==> src/rtl/fp_align.sv <==
// fp_align: exponent-alignment stage of the FP adder.
// Right-shifts the significand of the smaller-exponent operand until both
// exponents match. Bits shifted out collapse into the sticky bit (bit 0).
// Optional macro FP_ALIGN_BARREL_EN: shift the whole distance in one ALIGN
// cycle instead of SHIFT_STEP bits per cycle.
module fp_align #(
  parameter int SHIFT_STEP = 1
) (
  input  logic        clk,
  input  logic        rst,
  input  logic        in_valid,
  output logic        in_ready,
  input  logic [36:0] NA,
  input  logic [36:0] NB,
  input  logic [1:0]  edata,
  output logic        out_valid,
  input  logic        out_ready,
  output logic [36:0] XA,
  output logic [36:0] XB,
  output logic [1:0]  edata_o,
  output logic        shift_b
);

  typedef enum logic [1:0] {IDLE, ALIGN, DONE} state_t;

  state_t     state;
  logic [4:0] rem;
  logic [7:0] emax;

  logic [7:0]  ea_eff, eb_eff, diff;
  logic [4:0]  rem_in, step;
  logic        a_gt_b;
  logic [27:0] sm_sig, sh_sig;

  // Right shift by s; every bit that falls off (and the old sticky) ORs into bit 0.
  function automatic logic [27:0] shr_sticky(input logic [27:0] sig, input logic [4:0] s);
    logic [28:0] mask;
    logic [27:0] sh;
    logic        lost;
    mask = (29'h1 << s) - 29'h1;
    sh   = sig >> s;
    lost = |(sig & mask[27:0]);
    return {sh[27:1], sh[0] | lost | sig[0]};
  endfunction

  // Operand classification: denormal exponent counts as 1; clamp distance to 28.
  always_comb begin
    ea_eff = (NA[35:28] == 8'd0) ? 8'd1 : NA[35:28];
    eb_eff = (NB[35:28] == 8'd0) ? 8'd1 : NB[35:28];
    a_gt_b = ea_eff > eb_eff;
    diff   = a_gt_b ? (ea_eff - eb_eff) : (eb_eff - ea_eff);
    rem_in = (diff > 8'd28) ? 5'd28 : diff[4:0];
  end

`ifdef FP_ALIGN_BARREL_EN
  // Whole remaining distance in a single pass.
  assign step = rem;
`else
  localparam logic [4:0] STEP = 5'(SHIFT_STEP);
  // At most STEP bits per ALIGN cycle.
  assign step = (rem < STEP) ? rem : STEP;
`endif

  assign sm_sig   = shift_b ? XB[27:0] : XA[27:0];
  assign sh_sig   = shr_sticky(sm_sig, step);
  assign in_ready = (state == IDLE) && !rst;

  // Control FSM; XA/XB double as the working registers during ALIGN.
  always_ff @(posedge clk or posedge rst) begin
    if (rst) begin
      state     <= IDLE;
      XA        <= '0;
      XB        <= '0;
      edata_o   <= '0;
      shift_b   <= 1'b0;
      out_valid <= 1'b0;
      rem       <= '0;
      emax      <= '0;
    end else begin
      case (state)
        IDLE: begin
          if (in_valid) begin
            XA      <= NA;
            XB      <= NB;
            edata_o <= edata;
            shift_b <= a_gt_b;
            rem     <= rem_in;
            emax    <= a_gt_b ? ea_eff : eb_eff;
            state   <= ALIGN;
          end
        end
        ALIGN: begin
          if (rem == 5'd0) begin
            XA[35:28] <= emax;
            XB[35:28] <= emax;
            out_valid <= 1'b1;
            state     <= DONE;
          end else begin
            if (shift_b) XB[27:0] <= sh_sig;
            else         XA[27:0] <= sh_sig;
            rem <= rem - step;
          end
        end
        DONE: begin
          if (out_ready) begin
            out_valid <= 1'b0;
            state     <= IDLE;
          end
        end
        default: state <= IDLE;
      endcase
    end
  end

endmodule

==> config.mk <==
export PLATFORM = sky130hd
export DESIGN_NAME = fp_align
export DESIGN_NICKNAME = d
export VERILOG_FILES = /design/src/rtl/fp_align.sv
export SDC_FILE = /design/constraint.sdc
export NUM_CORES = 1
export LEC_CHECK = 0
export BUFFER_PORTS_ARGS = -buffer_cell sky130_fd_sc_hd__buf_2
export CORE_UTILIZATION = 53
export DETAILED_ROUTE_END_ITERATION = 6
export GPL_TIMING_DRIVEN = 0
export PLACE_DENSITY = 0.81
export SETUP_SLACK_MARGIN = 0.1
export SLEW_MARGIN = 20
export SYNTH_ARGS = -nofsm -noshare
export SYNTH_HDL_FRONTEND = slang
export SYNTH_SLANG_ARGS = --single-unit
==> constraint.sdc <==
create_clock -name clk -period 3.5 [get_ports clk]
set_input_delay 0.7 -clock clk [delete_from_list [all_inputs] [get_ports clk]]
set_output_delay 0.7 -clock clk [all_outputs]
set_load 0.005 [all_outputs]
# Word level (Yosys, flattened, before mapping)
# Index checks and enable logic that the tools add are counted.
dict set report word_totals {
  ff_bits 93
  inputBits 80
  output_inout_bits 79
  wordCells 74
}
dict set report op_classes {
  mux 26
  n_lt_le_gt_ge 3
  bitwise 3
  add_sub_neg 4
  shifts 2
  n_eq_ne 8
  n_reduce_logical 16
}
# cell n
set op_table {}
lappend op_table {{$pmux W36 S2} 2}
lappend op_table {{$mux W28} 5}
lappend op_table {{$mux W36} 2}
lappend op_table {{$mux W8} 5}
lappend op_table {{$and A28 B28 Y28} 1}
lappend op_table {{$reduce_or A28 Y1} 1}
lappend op_table {{$shl A1 B5 Y28 const A} 1}
lappend op_table {{$shr A28 B5 Y28} 1}
lappend op_table {{$sub A28 B1 Y28 const B} 1}
lappend op_table {{$mux W5} 4}
lappend op_table {{$logic_not A8 Y1} 2}
lappend op_table {{$sub A8 B8 Y8} 2}
lappend op_table {{$ne A2 B2 Y1 const B} 6}
lappend op_table {{$reduce_and A3 Y1} 4}
lappend op_table {{$pmux W5 S2} 1}
lappend op_table {{$gt A8 B5 Y1 const B} 1}
lappend op_table {{$gt A8 B8 Y1} 1}
lappend op_table {{$reduce_and A4 Y1} 2}
lappend op_table {{$mux W2} 3}
lappend op_table {{$pmux W2 S3} 1}
lappend op_table {{$logic_not A5 Y1} 1}
lappend op_table {{$lt A5 B1 Y1 const B} 1}
lappend op_table {{$sub A5 B5 Y5} 1}
lappend op_table {{$reduce_bool A2 Y1} 2}
lappend op_table {{9 further kinds} 11}

# Depth between registers and ports, before layout
# Gate-level depths: netlist of the first run.
dict set report depth {
  ltp_word 11
  mapped_depth 13
  mapped_depth_nobuf 12
}

# Least setup slack after synthesis of the first run
# Ideal clock, no wire load.
dict set report synth_timing {
  path_type {input port to flip-flop}
  startpoint {in NA[32]}
  endpoint {reg rem[3]}
  n_path_buf 1
  slack_ns 0.199
  stages 12
  required_time_ns 3.379
  t_arrival_ns 3.180
  setup_ns 0.121
  cell_sequence {nor4_1 a21oi_1 ha_1 fa_1 nand3b_1 a21oi_1 o22ai_2 buf_2 a21oi_1 a311oi_1 or4b_1 a22o_1}
}
dict set report synth_via {
  elab_chain_cells 8
  elab_cells_between_ends 10
  cone_classes {2 x add/sub; 2 x order compare; 5 x mux; 1 x reduce/logical}
}
# element line_no
set synth_rtl {}
lappend synth_rtl {{start: declaration} 13} ;# input logic [36:0] NA,
lappend synth_rtl {{$logic_not A8 Y1} 48} ;# ea_eff = (NA[35:28] == 8'd0) ? 8'd1 : NA[35:28];
lappend synth_rtl {{$mux W8 *} 48}
lappend synth_rtl {{$sub A8 B8 Y8 or $gt A8 B8 Y1 (tied branches)} {51, 50}}
lappend synth_rtl {{$mux W8 *} 51} ;# diff = a_gt_b ? (ea_eff - eb_eff) : (eb_eff - ea_eff);
lappend synth_rtl {{$gt A8 B5 Y1} 52} ;# rem_in = (diff > 8'd28) ? 5'd28 : diff[4:0];
lappend synth_rtl {{$mux W5 *} 52}
lappend synth_rtl {{$mux W5 *} 82} ;# if (in_valid) begin
lappend synth_rtl {{$pmux W5 S2 *} 80} ;# case (state)
lappend synth_rtl {{end signal: assignment} 87} ;# rem <= rem_in;
lappend synth_rtl {{end signal: assignment} 101} ;# rem <= rem - step;
lappend synth_rtl {{end: declaration} 27} ;# logic [4:0] rem;
# Every way passes the cells marked *; elsewhere a longest branch is shown, timed or not. The select of a mux whose other input is x is not followed.
# A chain may end at the register's enable or synchronous reset.

# Worst setup path in the final report of the first run
# Same ends and word-level chain as after synthesis.

==> results.py, run 1 <==
metrics = {
    "floorplan": {
        "dieWidth_um": 105.9,
        "num_rows": 37,
        "die_h_um": 105.9,
        "initial_core_util_pct": 54.93,
        "core_sq_um": 10420,
        "ios": 159,
        "dieArea_sq_um": 11210,
    },
    "synthesis": {
        "ys_seq_elements": 93,
        "syn_avg_cell_area_sq_um": 9.111,
        "synth_flop_cell": "dfrtp_1",
        "synthTopCellsByArea": "dfrtp_1 41%, nand2_1 7.2%, a31oi_1 5.8%",
        "synthesis.area_sq_um": 5722,
        "synth-async-reset-ratio_pct": 100.0,
        "synth_top_area_share_pct": 40.67,
        "synth.most_common_cell": "nand2_1",
        "yosysSeqAreaShare_pct": 40.67,
        "yosysTopAreaCell": "dfrtp_1",
        "syn-num-nets": 727,
        "synthTopCellsByCount": "110 x nand2_1, 93 x dfrtp_1, 85 x nor2_1, 61 x a21oi_1, 53 x a31oi_1",
        "yosysWarningCount": 0,
        "synth.distinct_cells": 55,
        "synth_edf_count": 0,
        "syn-instance-count": 628,
    },
    "route": {
        "first_pass_iters": 7,
        "wl_mm": 18.13,
        "ant_nets": 0,
        "via_count": 5816,
        "via_per_inst": 6.168,
        "drtIter0Drc": 576,
        "drc_errors": 0,
        "wl_per_cell_um": 19.22,
    },
    "setup_path": {
        "cp_max_fo": 6,
        "arrival_ns": 3.63,
        "crit_chain": "buf_2 -> nor4_4 -> a21oi_2 -> ha_2 -> fa_1 -> nand3b_1 -> a21oi_2 -> o22ai_4 -> buf_8 -> a21oi_1 -> a311oi_2 -> or4b_1 -> a22o_1",
        "critPathBufInv": 2,
        "worstPathRequired_ns": 3.76,
        "path_common_cell": "a21oi_2",
        "endpoint_kind": "register",
        "max_stage_delay_ns": 0.55,
        "cp_top_family": "simple AND/OR/NAND/NOR gates",
        "slowest_stage": "or4b_1",
        "critPathLaunchType": "input port",
        "crit_type": "input port to register",
    },
    "finish": {
        "antenna_cells": 0,
        "design_area_sq_um": 7049,
        "instances_no_fill": 943,
        "nFillCells": 845,
        "fin_nets": 901,
        "layout-drive-gt1-share_pct": 28.62,
        "syn2layout_area_growth_pct": 23.20,
    },
    "global_route": {
        "grt_max_degree": 77,
        "grt_pass1_wl_mm": 28.01,
        "overflow": 0,
        "first_global_vias": 5438,
        "antenna_found_initial": 0,
        "grt_usage_pct": 32.22,
    },
    "clock_network": {
        "clk_pin_slew_ns": 0.11,
        "root_buffer": "clkbuf_8",
        "ctsHoldBuffers": 0,
        "worstSkewPairLatency_ns": 0.37,
        "cts_tree": "yes",
        "cts_buffers": 9,
        "htreeDepth": 3,
        "clock-sinks": 93,
        "clk_path_buf_depth": 2,
    },
    "timing": {
        "setup_violations": 0,
        "slew_viol_final": 0,
        "timing.fmax_ghz": 0.2973,
        "slew_headroom_pct": 52.24,
        "min_period_ns": 3.363,
        "hold_viol": 0,
        "rsz0062_at_grt": "no",
        "worst_pin_slew_ns": 0.7165,
        "finClkSkew_ns": 0.01902,
        "timing.hold.ws_ns": 0.2488,
        "fin_ws_ns": 0.1367,
        "finalCritPeriodShare_pct": 96.10,
    },
    "place": {
        "port_buffers": 158,
        "dpl_cell_area_sq_um": 6715,
        "dp_cells": 923,
        "dp_hpwl_mm": 13.26,
        "gp_congestion": 0.9529,
        "dp_slack_ns": -0.4446,
    },
    "power": {
        "powerDensity_nw_per_um2": 901.1,
        "p_leak_uw": 0.003152,
        "ir_drop_uv": 480.6,
        "totalPowerFinal_uw": 6352,
    },
    "outcome": {
        "status": "complete, no violations",
    },
    "min_path": {
        "min_path_type": "input port to async pin",
    },
    "job": {
        "drv_cap": 0,
    },
}
registers in the layout, summed over array words and instances, names as in the netlist:
register   count
edata_o        2
emax           8
XA            37
out_valid      1
XB            37
rem            5
state          2
shift_b        1
metrics by stage:
stage	TNS (ns)	utilization [%]
global placement	-70.69	64.16
detailed placement	-1.920	64.47
CTS	0	66.67
global route	0	67.68
floorplan	0	-
finish	0	67.68
final cells by class:
class,instances,area (sq um),share of cell area (%)
Buffer,55,270.3,3.834
Clock buffer,9,123.9,1.757
Sequential cell,93,2327,33.01
Timing Repair Buffer,163,848.3,12.03
Clock inverter,7,91.34,1.296
Inverter,22,100.1,1.420
Multi-Input combinational cell,458,3118,44.23
Tap cell,136,170.2,2.414
kinds of logic after synthesis:
logic type | Yosys count | synth area share [%]
DFF | 93 | 40.67
and+or+nand+nor | 242 | 18.22
buffers and inverters | 77 | 6.211
adders and majority gates | 19 | 4.417
AOI/OAI and AO/OA | 155 | 16.49
xor gates and xnor gates | 5 | 0.7655
muxes | 37 | 13.23
worst paths after layout:
path                          from  endpoint  slack, ns  depth (start not counted)
min in group clk           emax[0]   emax[0]       0.48                          2
min reg2reg                emax[0]   emax[0]       0.48                          2
min                            rst    XA[16]       0.25                          2
max in group asynchronous      rst   emax[5]       2.61                          3
max reg2reg                 rem[2]     XA[1]       0.76                          8
max                         NA[32]    rem[3]       0.14                         13
layout by cell type, fill, tap and decap left out, drive strengths merged, types with 5 or more instances in the layout:
| master | count |
|---|---|
| buf | 178 |
| nand2 | 110 |
| dfrtp | 93 |
| nor2 | 86 |
| a21oi | 64 |
| a31oi | 53 |
| clkbuf | 49 |
| mux4 | 26 |
| inv | 25 |
| o21ai | 17 |
| ha | 17 |
| and2 | 10 |
| mux2i | 8 |
| nor4 | 7 |
| nor3 | 6 |
| nor2b | 5 |
power breakdown:
part / internal (uW) / switching [uW] / leakage [uW]
Combinational: 1450 / 1910 / 0.00200
Clock: 348 / 440 / 0.000105
Sequential: 1630 / 575 / 0.00105
per-layer routing:
layer	global-route usage [%]	wire, um
met1	43.52	7187
met2	51.87	8622
met3	6.622	1825
met4	11.41	494
met5	0	0
repair_timing:
action	CTS	global route
setup buffers	0	4
gates resized for setup	2	15
setup endpoints to repair	5	9
pin swaps	0	5
hold endpoints to repair	0	0
Note: power is estimated with default switching activity, not from simulation.
==> inputs of run 2 (changes only) <==
--- a/config.mk
+++ b/config.mk
@@ -6,10 +6,12 @@
 export NUM_CORES = 1
 export LEC_CHECK = 0
 export BUFFER_PORTS_ARGS = -buffer_cell sky130_fd_sc_hd__buf_2
-export CORE_UTILIZATION = 53
+export CELL_PAD_IN_SITES_DETAIL_PLACEMENT = 0
+export CELL_PAD_IN_SITES_GLOBAL_PLACEMENT = 1
+export CORE_UTILIZATION = 39
 export DETAILED_ROUTE_END_ITERATION = 6
 export GPL_TIMING_DRIVEN = 0
-export PLACE_DENSITY = 0.81
+export PLACE_DENSITY_LB_ADDON = 0.1
 export SETUP_SLACK_MARGIN = 0.1
 export SLEW_MARGIN = 20
 export SYNTH_ARGS = -nofsm -noshare
==> results.py, run 2 (same netlist as run 1, synthesis figures left out) <==
metrics = {
    "outcome": {
        "status": "complete, no violations",
    },
    "floorplan": {
        "num_rows": 43,
        "dieArea_sq_um": 15160,
        "dieWidth_um": 123.1,
        "die_h_um": 123.1,
        "initial_core_util_pct": 40.59,
        "core_sq_um": 14100,
        "ios": 159,
    },
    "timing": {
        "finalCritPeriodShare_pct": 93.63,
        "rsz0062_at_grt": "no",
        "slew_viol_final": 0,
        "setup-tns-final_ns": 0,
        "timing.fmax_ghz": 0.3051,
        "slew_headroom_pct": 57.73,
        "min_period_ns": 3.277,
        "finClkSkew_ns": 0.01117,
        "hold_viol": 0,
        "worst_pin_slew_ns": 0.6340,
        "setup_violations": 0,
    },
    "power": {
        "powerDensity_nw_per_um2": 918.9,
        "p_comb_share_pct": 50.5,
        "p_clk_share_pct": 16.1,
        "p_sw_share_pct": 44.29,
        "p_leak_uw": 0.003182,
        "ir_drop_uv": 313.7,
        "switchingPower_uw": 2911,
        "pwr-share-seq_pct": 33.3,
        "p_int_uw": 3662,
    },
    "finish": {
        "layout_commonest_cell": "buf_2",
        "final_cell_mix": "163 x buf_2, 110 x nand2_1, 93 x dfrtp_1",
        "syn2layout_area_growth_pct": 25.02,
        "nFillCells": 1376,
        "layout-drive-gt1-share_pct": 27.99,
        "design_area_sq_um": 7153,
        "top_regs": "XA x37, XB x37, emax x8",
        "fin_nets": 898,
        "instances_no_fill": 985,
    },
    "route": {
        "drtIter0Drc": 344,
        "first_pass_iters": 5,
        "wl_mm": 18.56,
        "via_per_inst": 5.660,
        "wl_per_cell_um": 18.84,
        "via_count": 5575,
        "ant_nets": 0,
        "drc_errors": 0,
    },
    "clock_network": {
        "worstSkewPairLatency_ns": 0.35,
        "clk_path_buf_depth": 2,
        "htreeDepth": 3,
        "cts_buffers": 9,
        "clock-sinks": 93,
        "root_buffer": "clkbuf_16",
        "cts_tree": "yes",
        "ctsHoldBuffers": 0,
        "clk_pin_slew_ns": 0.07,
    },
    "setup_path": {
        "critPathLaunchType": "input port",
        "cp_max_fo": 6,
        "endpoint_kind": "register",
        "rr_startpoint": "rem[2]",
        "startpoint": "NA[32]",
        "crit_type": "input port to register",
        "worstPathRequired_ns": 3.74,
        "rrSetupSlack_ns": 0.75,
        "arrival_ns": 3.52,
    },
    "place": {
        "dp_hpwl_mm": 13.69,
        "gp_congestion": 0.8650,
        "dpl_cell_area_sq_um": 6770,
        "port_buffers": 158,
        "dp_cells": 967,
    },
    "global_route": {
        "grt_usage_pct": 24.73,
        "grt_max_degree": 59,
        "grt_pass1_wl_mm": 28.49,
        "first_global_vias": 5369,
        "antenna_found_initial": 1,
        "overflow": 0,
    },
    "job": {
        "drv_cap": 0,
    },
    "min_path": {
        "min_path_type": "input port to async pin",
    },
}
==> run 2: repair_timing <==
item / CTS / global route
cloned: 0 / 0
pin swaps: 1 / 4
buffers inserted: 0 / 1
setup endpoints to repair: 5 / 7
resized for setup: 3 / 8
==> run 2: power by group through the flow <==
stage / Sequential (uW) / Combinational (uW) / Clock [uW]
after floorplan: 2060 / 2120 / 0
after global placement: 2170 / 3240 / 0
after detailed placement: 2200 / 3310 / 0
after CTS: 2180 / 3330 / 1080
after global routing: 2260 / 3690 / 1120
final: 2190 / 3320 / 1060
==> run 2: per-stage QoR <==
| step | hold slack (ns) | util [%] | setup WS (ns) | total power, uW |
|---|---|---|---|---|
| after global routing | 0.3786 | 50.73 | 0.08782 | 7057 |
| after floorplan | 0.4304 | - | 0.1990 | 4181 |
| after detailed placement | 0.4639 | 48.03 | -0.4437 | 5504 |
| final | 0.3496 | 50.75 | 0.2228 | 6573 |
| after CTS | 0.3578 | 50.37 | 0.1310 | 6584 |
| after global placement | 0.4473 | 47.80 | -0.8226 | 5412 |
==> run 2: area by class of cell <==
class	count	area [sq um]	area share, %
clock inverters	6	75.07	1.050
inverters	22	100.1	1.399
diodes	1	2.502	0.03498
well taps	180	225.2	3.149
flip-flops and latches	93	2327	32.53
clock buffers	10	239.0	3.341
plain buffers	55	266.5	3.726
multi-input cells	458	3092	43.22
repair buffers	160	825.8	11.54
==> run 2: path summary, 6_finish.rpt <==
check | end | cells past startpoint
setup / recovery | rem[3] | 12
hold / removal | out_valid | 2
setup reg to reg | XA[25] | 8
hold reg to reg | emax[0] | 2
max in group asynchronous | emax[6] | 3
min in group clk | emax[0] | 2
==> run 2: critical path, cell delays in order <==
cell	delay, ns
buf_2	0.14
nor4_4	0.30
a21oi_2	0.11
ha_2	0.22
fa_1	0.38
nand3b_1	0.21
a21oi_2	0.22
o22ai_4	0.15
mux2i_1	0.17
xnor2_1	0.18
or4b_1	0.55
a22o_1	0.19
==> run 2: per-layer routing <==
metal | GRT usage, % | share of wire, %
met4 | 7.380 | 1.4
met2 | 42.74 | 50
met5 | 0 | 0
met1 | 31.57 | 42
met3 | 4.197 | 6.3
